$ cat src/rtl/mips_defs.sv
// Shared encoding constants for the MIPS subset handled by the decoder/encoder pair.
package mips_defs;

  // Primary opcodes
  localparam logic [5:0] OP_OTHER0 = 6'h00;
  localparam logic [5:0] OP_J      = 6'h02;
  localparam logic [5:0] OP_BEQ    = 6'h04;
  localparam logic [5:0] OP_BNE    = 6'h05;
  localparam logic [5:0] OP_ADDI   = 6'h08;
  localparam logic [5:0] OP_ANDI   = 6'h0c;
  localparam logic [5:0] OP_ORI    = 6'h0d;
  localparam logic [5:0] OP_XORI   = 6'h0e;
  localparam logic [5:0] OP_LUI    = 6'h0f;
  localparam logic [5:0] OP_LW     = 6'h23;
  localparam logic [5:0] OP_LBU    = 6'h24;
  localparam logic [5:0] OP_SB     = 6'h28;
  localparam logic [5:0] OP_SW     = 6'h2b;

  // Function codes under OP_OTHER0
  localparam logic [5:0] OP0_JR    = 6'h08;
  localparam logic [5:0] OP0_ADD   = 6'h20;
  localparam logic [5:0] OP0_SUB   = 6'h22;
  localparam logic [5:0] OP0_AND   = 6'h24;
  localparam logic [5:0] OP0_OR    = 6'h25;
  localparam logic [5:0] OP0_XOR   = 6'h26;
  localparam logic [5:0] OP0_NOR   = 6'h27;
  localparam logic [5:0] OP0_SLT   = 6'h2a;
  localparam logic [5:0] OP0_ADDM  = 6'h2c;

  typedef enum logic [1:0] {
    FMT_R,
    FMT_I,
    FMT_J,
    FMT_BAD
  } fmt_e;

endpackage

$ cat src/rtl/instr_fifo.sv
// DEPTH x WIDTH synchronous FIFO with occupancy count; head is read from registered storage.
module instr_fifo #(
  parameter int unsigned DEPTH = 4,
  parameter int unsigned WIDTH = 32,
  localparam int unsigned AW = $clog2(DEPTH)
) (
  input  logic             i_clock,
  input  logic             i_rst_n,
  input  logic             i_push,
  input  logic [WIDTH-1:0] i_data,
  input  logic             i_pop,
  output logic             o_not_full,
  output logic             o_valid,
  output logic [WIDTH-1:0] o_data,
  output logic [AW:0]      o_count
);

  localparam logic [AW:0] FULL = (AW+1)'(DEPTH);

  logic [WIDTH-1:0] r_mem [DEPTH];
  logic [AW-1:0]    r_wr_ptr;
  logic [AW-1:0]    r_rd_ptr;
  logic [AW:0]      r_count;
  logic             w_push;
  logic             w_pop;

  // Full blocks pushes outright, even when a pop happens in the same cycle.
  assign w_push     = i_push && (r_count != FULL);
  assign w_pop      = i_pop && (r_count != '0);
  assign o_not_full = (r_count != FULL);
  assign o_valid    = (r_count != '0);
  assign o_data     = (r_count != '0) ? r_mem[r_rd_ptr] : '0;
  assign o_count    = r_count;

  // Storage write; contents need no reset since the head is gated by count.
  always_ff @(posedge i_clock) begin
    if (w_push) r_mem[r_wr_ptr] <= i_data;
  end

  // Pointers and occupancy; pointers wrap naturally because DEPTH is a power of two.
  always_ff @(posedge i_clock or negedge i_rst_n) begin
    if (!i_rst_n) begin
      r_wr_ptr <= '0;
      r_rd_ptr <= '0;
      r_count  <= '0;
    end else begin
      if (w_push) r_wr_ptr <= r_wr_ptr + AW'(1);
      if (w_pop)  r_rd_ptr <= r_rd_ptr + AW'(1);
      case ({w_push, w_pop})
        2'b10:   r_count <= r_count + (AW+1)'(1);
        2'b01:   r_count <= r_count - (AW+1)'(1);
        default: r_count <= r_count;
      endcase
    end
  end

endmodule

$ cat src/rtl/mips_encode.sv
// Packs instruction fields into 32-bit MIPS words, queues legal ones, flags and counts illegal ones.
module mips_encode
  import mips_defs::*;
#(
  parameter int unsigned DEPTH = 4,
  parameter int unsigned ERRW  = 8
) (
  input  logic                  clock,
  input  logic                  reset,
  input  logic                  in_valid,
  output logic                  in_ready,
  input  logic [5:0]            opcode,
  input  logic [5:0]            funct,
  input  logic [4:0]            rs,
  input  logic [4:0]            rt,
  input  logic [4:0]            rd,
  input  logic [4:0]            shamt,
  input  logic [15:0]           imm,
  input  logic [25:0]           target,
  output logic                  out_valid,
  input  logic                  out_ready,
  output logic [31:0]           out_instr,
  output logic [$clog2(DEPTH):0] count,
  output logic                  err,
  output logic [ERRW-1:0]       err_count
);

  fmt_e            w_fmt;
  logic [31:0]     w_word;
  logic            w_accept;
  logic            w_push;
  logic            w_unused;
  logic            r_err;
  logic [ERRW-1:0] r_err_count;

  // Every supported R-type forces shamt to zero, so the field never reaches the word.
  assign w_unused = ^shamt;

  // Classify the request and build its instruction word.
  always_comb begin
    w_fmt  = FMT_BAD;
    w_word = '0;
    case (opcode)
      OP_OTHER0: begin
        case (funct)
          OP0_JR: begin
            w_fmt  = FMT_R;
            w_word = {6'b0, rs, 5'b0, 5'b0, 5'b0, funct};
          end
          OP0_ADD, OP0_SUB, OP0_AND, OP0_OR, OP0_NOR,
          OP0_XOR, OP0_SLT, OP0_ADDM: begin
            w_fmt  = FMT_R;
            w_word = {6'b0, rs, rt, rd, 5'b0, funct};
          end
          default: ;
        endcase
      end
      OP_LUI: begin
        w_fmt  = FMT_I;
        w_word = {opcode, 5'b0, rt, imm};
      end
      OP_ADDI, OP_ANDI, OP_ORI, OP_XORI, OP_BEQ, OP_BNE,
      OP_LW, OP_LBU, OP_SW, OP_SB: begin
        w_fmt  = FMT_I;
        w_word = {opcode, rs, rt, imm};
      end
      OP_J: begin
        w_fmt  = FMT_J;
        w_word = {opcode, target};
      end
      default: ;
    endcase
  end

  assign w_accept = in_valid && in_ready;
  assign w_push   = w_accept && (w_fmt != FMT_BAD);

  instr_fifo #(
    .DEPTH (DEPTH),
    .WIDTH (32)
  ) u_fifo (
    .i_clock    (clock),
    .i_rst_n    (reset),
    .i_push     (w_push),
    .i_data     (w_word),
    .i_pop      (out_ready),
    .o_not_full (in_ready),
    .o_valid    (out_valid),
    .o_data     (out_instr),
    .o_count    (count)
  );

  // Error pulse for an accepted illegal request, plus saturating tally.
  always_ff @(posedge clock or negedge reset) begin
    if (!reset) begin
      r_err       <= 1'b0;
      r_err_count <= '0;
    end else begin
      r_err <= w_accept && (w_fmt == FMT_BAD);
      if (w_accept && (w_fmt == FMT_BAD) && (r_err_count != '1))
        r_err_count <= r_err_count + ERRW'(1);
    end
  end

  assign err       = r_err;
  assign err_count = r_err_count;

endmodule
$ cat config.mk
export PLATFORM = sky130hd
export DESIGN_NAME = mips_encode
export DESIGN_NICKNAME = d
export VERILOG_FILES = /design/src/rtl/mips_defs.sv /design/src/rtl/instr_fifo.sv /design/src/rtl/mips_encode.sv
export SDC_FILE = /design/constraint.sdc
export NUM_CORES = 1
export LEC_CHECK = 0
export BUFFER_PORTS_ARGS = -buffer_cell sky130_fd_sc_hd__buf_4
export CAP_MARGIN = 20
export CORE_ASPECT_RATIO = 2
export CORE_MARGIN = 3
export CORE_UTILIZATION = 55
export CTS_CLUSTER_DIAMETER = 150
export CTS_CLUSTER_SIZE = 16
export DETAILED_ROUTE_END_ITERATION = 10
export PLACE_DENSITY = 0.79
export SLEW_MARGIN = 10
export SYNTH_ARGS = -nofsm -noshare
export SYNTH_HDL_FRONTEND = slang
export SYNTH_HIERARCHICAL = 1
export SYNTH_SLANG_ARGS = --single-unit
$ cat constraint.sdc
create_clock -name clock -period 2.77 [get_ports clock]
set_clock_uncertainty 0.2 [all_clocks]
set_input_delay 0.554 -clock clock [delete_from_list [all_inputs] [get_ports clock]]
set_output_delay 0.554 -clock clock [all_outputs]
set_load 0.03 [all_outputs]
---- Yosys cells after proc, flatten, opt, wreduce, memory -nomap -nowiden ----
Memories as Yosys holds them, arrays and structs flattened.
Index checks and enable logic that the tools add are counted.
storage, ports and cells
  output and inout port bits .............. 46
  memory bits (read-only) ................. 0
  memories ................................ 1
  bits in registers ....................... 16
  latch bits .............................. 0
  bits in writable memories ............... 128
memory list
  memory        depth  width  rd ports  clocked after memory_dff  wr ports  RTL line          text
  u_fifo.r_mem  4      32     1         0                         1         instr_fifo.sv:20  logic [WIDTH-1:0] r_mem [DEPTH];
cells by class
  shift operators ......................... 0
  $add $sub $neg .......................... 5
  order comparisons ....................... 0
  reduce and logical (&&, ||, !) cells .... 13
  multiply operators ...................... 0
  bitwise gates (word level) .............. 0
  eq/ne operators ......................... 27
  muxes and demuxes ....................... 8
  div/mod/pow operators ................... 0
operators by type and width
  operator                                          count
  one-hot mux 32 bit (4 select lines)               1
  == test 6 bit, second input constant              12
  one-hot mux 26 bit (2 select lines)               1
  == test 6 x 4 -> 1 bit, second input constant     6
  2-to-1 mux 32 bit                                 1
  == test 6 x 3 -> 1 bit, second input constant     2
  OR reduction 11 bit                               1
  OR reduction 10 bit                               1
  OR reduction 9 bit                                1
  adder 8 x 1 -> 8 bit, second input constant       1
  inequality test 8 bit, second input constant      1
  OR reduction 8 bit                                1
  == test 6 x 2 -> 1 bit, second input constant     1
  logical AND 1 bit                                 6
  logical NOT 6 bit                                 1
  one-hot mux 2 bit (3 select lines)                1
  one-hot mux 3 bit (2 select lines)                1
  adder 2 x 1 -> 2 bit, second input constant       2
  == test 2 bit, second input constant              2
  adder 3 x 1 -> 3 bit, second input constant       1
  inequality test 3 bit, second input constant      1
  nonzero test 3 bit                                1
  subtractor 3 x 1 -> 3 bit, second input constant  1
  == test 2 x 1 -> 1 bit, second input constant     1
  4 further kinds                                   5

---- Logic depth before layout (Yosys ltp) ----
Gate-level depths: netlist of the first run.
  depth after elaboration ................. 9
  mapped depth ............................ 14

---- Cells and area by module ----
Netlist of the first run, hierarchy kept.
by module, submodules not included
  module       instances  sequential area each (µm²)  cells each  area an instance (µm²)
  instr_fifo   1          4018.9                      241         5298.8
  mips_encode  1          225.2                       125         1106.1

---- Worst setup path after synthesis of the first run ----
OpenSTA, ideal clock, no wires.
  path type ............................... input -> register
  start ................................... input funct[2]
  end ..................................... register u_fifo.r_count[2], in the netlist u_fifo/o_count[2]
  setup slack ............................. -349 ps
  required time ........................... 2434 ps
  data arrival time ....................... 2783 ps
  stages .................................. 13
  cells stage by stage .................... or3b_2 > a2111o_1 > nand4_4 > nand2_1 > nor2_1 > and2_4 > inv_1 > ha_1 > inv_1 > fa_1 > xor2_1 > nor2_1 > xor2_1
on the way
  longest elaborated chain between the ends .. 9
  elaborated cells on any way between the ends .. 19
  classes of those cells .................. eq/ne: 12; mux: 3; reduce/logical: 4
RTL lines
  element                                                                   RTL line           text
  from (decl)                                                               mips_encode.sv:13  input logic [5:0] funct,
  == test 6 bit or == test 6 x 4 -> 1 bit (tied branches)                   mips_encode.sv:45  case (funct)
  OR reduction 9 bit (no line) *                                            --
  2-to-1 mux 2 bit *                                                        mips_encode.sv:45
  one-hot mux 2 bit (3 select lines) *                                      mips_encode.sv:43  case (opcode)
  inequality test 2 bit *                                                   mips_encode.sv:76  assign w_push = w_accept && (w_fmt != FMT_BAD);
  logical AND 1 bit *                                                       mips_encode.sv:76
  via w_push                                                                mips_encode.sv:31  logic w_push;
  logical AND 1 bit *                                                       instr_fifo.sv:28   assign w_push = i_push && (r_count != FULL);
  == test 2 x 1 -> 1 bit or == test 2 bit (tied branches)                   instr_fifo.sv:49   case ({w_push, w_pop})
  one-hot mux 3 bit (2 select lines) or nonzero test 2 bit (tied branches)  --
  to (signal assigned)                                                      instr_fifo.sv:50   2'b10: r_count <= r_count + (AW+1)'(1);
  to (signal assigned)                                                      instr_fifo.sv:51   2'b01: r_count <= r_count - (AW+1)'(1);
  to (signal assigned)                                                      instr_fifo.sv:52   default: r_count <= r_count;
  to (decl)                                                                 instr_fifo.sv:23   logic [AW:0] r_count;
The timed path passes the listed nets; every way through them passes the cells marked *.
A chain may end at the register's enable or synchronous reset.

---- Final worst setup path of the first run ----
  start ................................... input funct[2]
  end ..................................... register u_fifo.r_count[1], in the netlist u_fifo/o_count[1]
Same word-level chain as after synthesis.

==> results of run 1 <==
## worst max-delay path: cells and delay by family
kind	cells	cell delay [ps]
compound gates	1	420
fa+ha+maj	2	580
mux	1	160
simple gates	5	870
buf+inv	3	220
## worst max-delay path by stage
stage                        from  cells after the start                 to
2_1_floorplan           opcode[5]                     14  u_fifo/o_count[2]
3_3_place_gp             funct[2]                     14  u_fifo/o_count[2]
3_5_place_dp             funct[2]                     12  u_fifo/o_count[1]
4_1_cts        u_fifo/r_rd_ptr[0]                      4      out_instr[27]
5_1_grt                  funct[2]                     14  u_fifo/o_count[2]
6_report                 funct[2]                     12  u_fifo/o_count[1]
## state kept, by name, indices dropped and copies added (netlist names)
signal and cells:
err_count 8, err 1, u_fifo/o_count 3, u_fifo/r_wr_ptr 2, u_fifo/r_mem 128, u_fifo/r_rd_ptr 2
## layout by cell type (no fill, tap or decap), types with 2 or more instances in the layout
master       n
buf_4      151
edfxtp_1   128
and2_1      37
mux4_2      32
clkbuf_16   17
a22o_1      16
dfrtp_1     15
inv_1       14
buf_12       9
nand2_1      8
a222oi_1     8
xnor2_1      8
o21ai_0      6
clkinv_2     6
and3_2       5
ha_1         5
nor2_1       4
xor2_1       4
conb_1       4
a21oi_1      3
nand4_1      3
nand3_1      3
or2_2        3
a21oi_4      3
mux2_4       3
clkinv_4     3
nand2b_1     2
and2b_2      2
a21o_2       2
inv_2        2
## power by group through the flow
stage	clock network [mW]	registers, mW	logic [mW]
floorplan	0	2.84	2.10
global placement	0	2.73	3.20
detailed placement	0	2.75	3.25
CTS	2.12	2.72	3.30
global route	2.19	2.73	3.45
finish	2.08	2.72	3.26
## what timing repair did
item | in CTS | in global routing
setup endpoints to repair | 2 | 1
resized for setup | 1 | 0
gates cloned | 0 | 0
hold buffers | 1 | 0
pin swaps | 0 | 1
hold endpoints to repair | 16 | 0
## kinds of logic (layout without fill, tap and decap cells)
| logic type | count (synthesis) | after routing | share of synthesized area |
|---|---|---|---|
| muxes | 37 | 37 | 0.1229 |
| adders and majority gates | 7 | 7 | 0.01485 |
| AOI/OAI and AO/OA | 45 | 45 | 0.06115 |
| and+or+nand+nor | 85 | 85 | 0.08889 |
| buffers and inverters | 35 | 210 | 0.03262 |
| xor gates and xnor gates | 12 | 12 | 0.01641 |
| other | 1 | 4 | 0.0005855 |
| DFF | 144 | 144 | 0.6626 |
## synth_stat cells, types with 2 or more instances
| master | n | share of area |
|---|---|---|
| clkbuf_1 | 8 | 0.0047 |
| a21o_2 | 2 | 0.0027 |
| or2_2 | 3 | 0.0029 |
| dfrtp_1 | 16 | 0.063 |
| ha_1 | 6 | 0.012 |
| and3_2 | 5 | 0.0059 |
| and2_1 | 37 | 0.036 |
| nand3_1 | 3 | 0.0023 |
| inv_1 | 16 | 0.0094 |
| buf_2 | 5 | 0.0039 |
| nand2_1 | 9 | 0.0053 |
| edfxtp_1 | 128 | 0.60 |
| xor2_1 | 4 | 0.0055 |
| buf_6 | 3 | 0.0053 |
| nor2_1 | 5 | 0.0029 |
| nand4_1 | 3 | 0.0029 |
| xnor2_1 | 8 | 0.011 |
| and2b_2 | 2 | 0.0027 |
| nand2b_1 | 2 | 0.0020 |
| a21oi_1 | 3 | 0.0023 |
| a21oi_4 | 2 | 0.0051 |
| o21ai_0 | 6 | 0.0047 |
| buf_12 | 3 | 0.0094 |
| a22o_1 | 16 | 0.022 |
| mux4_2 | 32 | 0.11 |
| a222oi_1 | 8 | 0.013 |
| mux2_4 | 3 | 0.0070 |
## metal layers
| layer | routed length [um] | global-route usage | vias to the layer above |
|---|---|---|---|
| met5 | 0 | 0 | - |
| met3 | 882 | 0.04700 | 25 |
| met4 | 308 | 0.08954 | 0 |
| met1 | 5183 | 0.2782 | 2018 |
| met2 | 8586 | 0.4276 | 194 |
| li1 | - | - | 1771 |
## cell type report
cell class / count / area [sq um]
clock buffer: 18 / 429.2
clock inverter: 14 / 117.6
fill: 734 / 2987
inverter: 16 / 60.06
multi-input combinational: 190 / 2003
sequential: 144 / 4245
tap: 142 / 177.7
timing repair buffer: 162 / 1335
==> impl_results.md, run 1 <==
* Proportion of layout cells with a drive suffix above 1 at 0.4835
* Most used cell, CP: inv_2
* Final ANT Viol Nets at 0
* First-pass GRT wire length at 22200 um
* Critical Path, Cell by Cell: buf_4, or3b_2, a2111o_1, nand4_4, nand2_2, nor2_2, and2_4, inv_2, ha_4, inv_2, fa_2, mux2i_1
* # H-tree levels at 4
* Gr ovfl total at 0
* Final Non-Filler Cells at 686
* Leak pwr at 3.270 nW
* First DRT Iteration DRCs at 357
* Slew Limit Fails at 0
* Cell Pwr Density at 962.9 nW/um^2
* Power Internal at 5.266 mW
* Clock tree from TritonCTS: built
* Status: complete, no violations
* Final Instance Area at 8368 sq um
* Max-Cap Viols at 0
* Area growth, synth to finish at 30.65%
* Post-CTS Repair Setup Buffers at 0
* # port buffers at 118
* Die width at 82.31 um
* # DRC at 0
* Die area at 13050 sq um
* Initial Utilization at 0.5641
* R2r worst-path depth at 11
* Routability Congestion at 0.9205
* Area of the core at 11350 sq um
* Primary FF master, synth: edfxtp_1
* Post-route setup slack at 81.16 ps
* WHS Path Cells at 1
* Crit path max-delay cell type: or3b_2
* Worst Path Arrival at 2810 ps
* Yosys warns at 6
* Post-synth EDFFs at 128
* Final Hold Viols at 0
* Post-synth ARST share at 0.1111
* Reg2Reg Launch Point: u_fifo/o_count[0]
* Switching pwr at 2.791 mW
* Share of power burned in the clock network at 0.259
* Area after DPL at 7807 sq um
* R2R setup slack at 190 ps
* Vias per inst at 5.843
* Clock-pin slew on the worst setup and hold paths at 60 ps
* Detail Placement HPWL at 9941 um
* Seq pwr share at 0.337
* Max stage delay on crit path at 460 ps
* Peak fanout along the critical path at 2
* Clock buffer depth at 2
* Overall Power at 8.057 mW
* Type of the most critical hold path: flip-flop to flip-flop
* Synth Register Bits at 144
* Comb pwr share at 0.404
* Global Route Usage Sum at 0.2396
* Drt total wl at 14960 um
* Diode count at 0
* Critical setup path kind: input pin to flip-flop
* Initial antenna violation count at 0
* Sw frac at 0.3464
* Syn Inst Count at 366
* Hold_sp: err_count[5]
* Seq/Total Area, Yosys at 0.6626
* Place WS at -330.3 ps
* Highest Clock Rate at 0.3719 GHz
* Layout Nets at 616
* Via count at 4008
* RR Endpoint: u_fifo/o_count[2]
* Placed cells at 653
* CTS Sinks at 144
* Final Setup Violations at 0
* TritonRoute pass-1 iters at 5
* WP data required at 2890 ps
* Worst VDD drop at 0.9381 mV
* Worst Setup Start Kind: input pin
* CTS Root Cell: clkbuf_16
* Cell variety after synth at 55
* Crit end category: flip-flop
* Period utilisation layout at 0.9707
* Row cnt at 55
* Vias in the first global route at 4146
* Hold WS at 295.6 ps
* Mapped Area at 6405 sq um
* Worst hold endpoint: err_count[5]
* Syn Area/Cell at 17.50 sq um
* Num ports at 124
* Util after Layout at 0.7370
* CTS buffer count at 17
* Setup TNS at 0 ps
* Clk Latency, worst-skew pair at 400 ps
* Routed len/inst at 21.81 um
* Largest net degree at the start of global routing at 35
* Die Span Y at 158.6 um
* Unrepaired setup endpoints after global routing: no
* Post-layout min period at 2689 ps
No activity file was read; power rests on OpenSTA's default activity.
==> inputs of run 2 (changes only) <==
CORE_UTILIZATION = 59   (was 55)
PLACE_DENSITY = 0.84   (was 0.79)
clock period = 3.1 ns   (was 2.77 ns; I/O delays follow)
==> impl_results.md, run 2 (synthesis gave the netlist of run 1 again) <==
* Unrepaired setup endpoints after global routing: no
* Vias in the first global route at 4229 (+2.0%)
* Type of the most critical hold path: flip-flop to flip-flop
* Layout Nets at 607 (-1.5%)
* Most common cell after layout, fill and taps aside: buf_4
* Post-CTS Repair Setup Buffers at 0 (unchanged)
* M1 WL at 4919 um (-5.1%)
* Routed wl met2 at 8374 um (-2.5%)
* Worst Path Arrival at 2110 ps (-700 ps)
* CTS Sinks at 144 (unchanged)
* Hold WS at 312.2 ps (+16.55 ps)
* Area growth, synth to finish at 28.99%
* Slew Limit Fails at 0 (unchanged)
* Period utilisation layout at 0.9456
* Area after DPL at 7689 sq um (-1.5%)
* Worst Setup Start Kind: flip-flop
* Final Hold Viols at 0 (unchanged)
* CTS Root Cell: clkbuf_16
* Row cnt at 53 (-3.6%)
* WP buf/inv at 2 (-1)
* Final Non-Filler Cells at 672 (-2.0%)
* First DRT Iteration DRCs at 326 (-8.7%)
* Leak pwr at 3.214 nW (-1.7%)
* Clock-pin slew on the worst setup and hold paths at 60 ps (about the same)
* Routed len/inst at 21.55 um (-1.2%)
* Via count at 3943 (-1.6%)
* Vias per inst at 5.868 (+0.43%)
* Crit path max-delay cell type: dfrtp_4
* Final Setup Violations at 0 (unchanged)
* First-pass GRT wire length at 22340 um (+0.65%)
* Final ANT Viol Nets at 0 (unchanged)
* Setup TNS at 0 ps (unchanged)
* # DRC at 0 (unchanged)
* Die area at 12220 sq um (-6.4%)
* Die width at 79.68 um (-3.2%)
* Clock buffer depth at 2 (unchanged)
* Highest-count cells in the layout ignoring fill and taps: buf_4 (146), edfxtp_1 (128), and2_1 (37)
* Fillers at 582 (-21%)
* Clock tree from TritonCTS: built
* CP top delay family: flip-flops
* Status: complete, no violations
* Initial Utilization at 0.6075 (+0.04338)
* Max FFs per register at 128 (unchanged)
* Die Span Y at 153.4 um (-3.3%)
* Worst VDD drop at 0.5723 mV (-39%)
* Gr ovfl total at 0 (unchanged)
* Critical Path, Cell by Cell: buf_12, mux4_2, and2_1, buf_4
* # H-tree levels at 4 (unchanged)
* Uppermost layer routed: met4
* Max-Cap Viols at 0 (unchanged)
* Global Route Usage Sum at 0.2518 (+0.01220)
* Peak fanout along the critical path at 18 (+16)
* Biggest register: u_fifo/r_mem
* Proportion of layout cells with a drive suffix above 1 at 0.4748 (-0.008690)
* Detail Placement HPWL at 9851 um (-0.90%)
* Drt total wl at 14480 um (-3.2%)
* Largest net degree at the start of global routing at 36 (+2.9%)
* Cell Pwr Density at 871.3 nW/um^2 (-9.5%)
* Post-layout min period at 2931 ps
* Max stage delay on crit path at 580 ps (+120 ps)
* Area of the core at 10540 sq um (-7.1%)
* Placed cells at 639 (-2.1%)
* Critical setup path kind: flip-flop to output pin
* Clk Latency, worst-skew pair at 410 ps (about the same)
* Crit end category: output pin
* Highest Clock Rate at 0.3411 GHz
* Routability Congestion at 0.8329 (-9.5%)
* WP data required at 2280 ps (-610 ps)
* Final Instance Area at 8262 sq um (-1.3%)
* Diode count at 0 (unchanged)
* Wire length on met3 at 784 um (-11%)
* # port buffers at 118 (unchanged)
* CTS buffer count at 17 (unchanged)
* Initial antenna violation count at 0 (unchanged)
* Num ports at 124 (unchanged)
* TritonRoute pass-1 iters at 7 (+2)
## run 2: metal layers
layer / vias up / global-route usage
li1: 1760 / -
met5: - / 0
met4: 0 / 0.1123
met1: 1984 / 0.2699
met2: 165 / 0.4595
met3: 34 / 0.05425
## run 2: final cells by class
| type | instances | area [sq um] | area share |
|---|---|---|---|
| clock buffer | 22 | 474.2 | 0.05740 |
| clock inverter | 10 | 86.33 | 0.01045 |
| multi-input combinational | 190 | 1996 | 0.2416 |
| inverter | 16 | 60.06 | 0.007269 |
| sequential | 144 | 4248 | 0.5142 |
| timing repair buffer | 153 | 1226 | 0.1484 |
| tap | 137 | 171.4 | 0.02075 |
## run 2: through the flow
| step | setup slack, ps | utilization | power, mW |
|---|---|---|---|
| 2_1_floorplan | -6.559 | - | 4.411 |
| 3_3_place_gp | -12.36 | 0.7292 | 5.262 |
| 3_5_place_dp | -37.36 | 0.7292 | 5.344 |
| 4_1_cts | 72.90 | 0.7833 | 7.257 |
| 5_1_grt | 57.53 | 0.7836 | 7.504 |
| 6_report | 168.6 | 0.7836 | 7.198 |
## run 2: timing repair
| action | in CTS | in global routing |
|---|---|---|
| gates resized for setup | 0 | 1 |
| hold endpoints to repair | 16 | 0 |
| hold buffers | 1 | 0 |
| setup endpoints to repair | 0 | 7 |
## run 2: worst paths after layout
kind,from,endpoint,slack [ps],cells past startpoint
min in group asynchronous,reset,u_fifo/o_count[0],410,2
hold reg to reg,err_count[5],err_count[5],310,1
setup / recovery,u_fifo/r_rd_ptr[0],out_instr[5],170,4
hold / removal,err_count[5],err_count[5],310,1
setup reg to reg,u_fifo/o_count[0],u_fifo/o_count[2],540,11
max in group asynchronous,reset,u_fifo/r_rd_ptr[0],2070,2
## run 2: where the power goes
part           internal, mW  leakage [nW]  switching, mW
Combinational          1.28          1.57           1.56
Clock                  1.16         0.272          0.736
Sequential             2.30          1.37          0.164
Total                  4.74          3.21           2.46
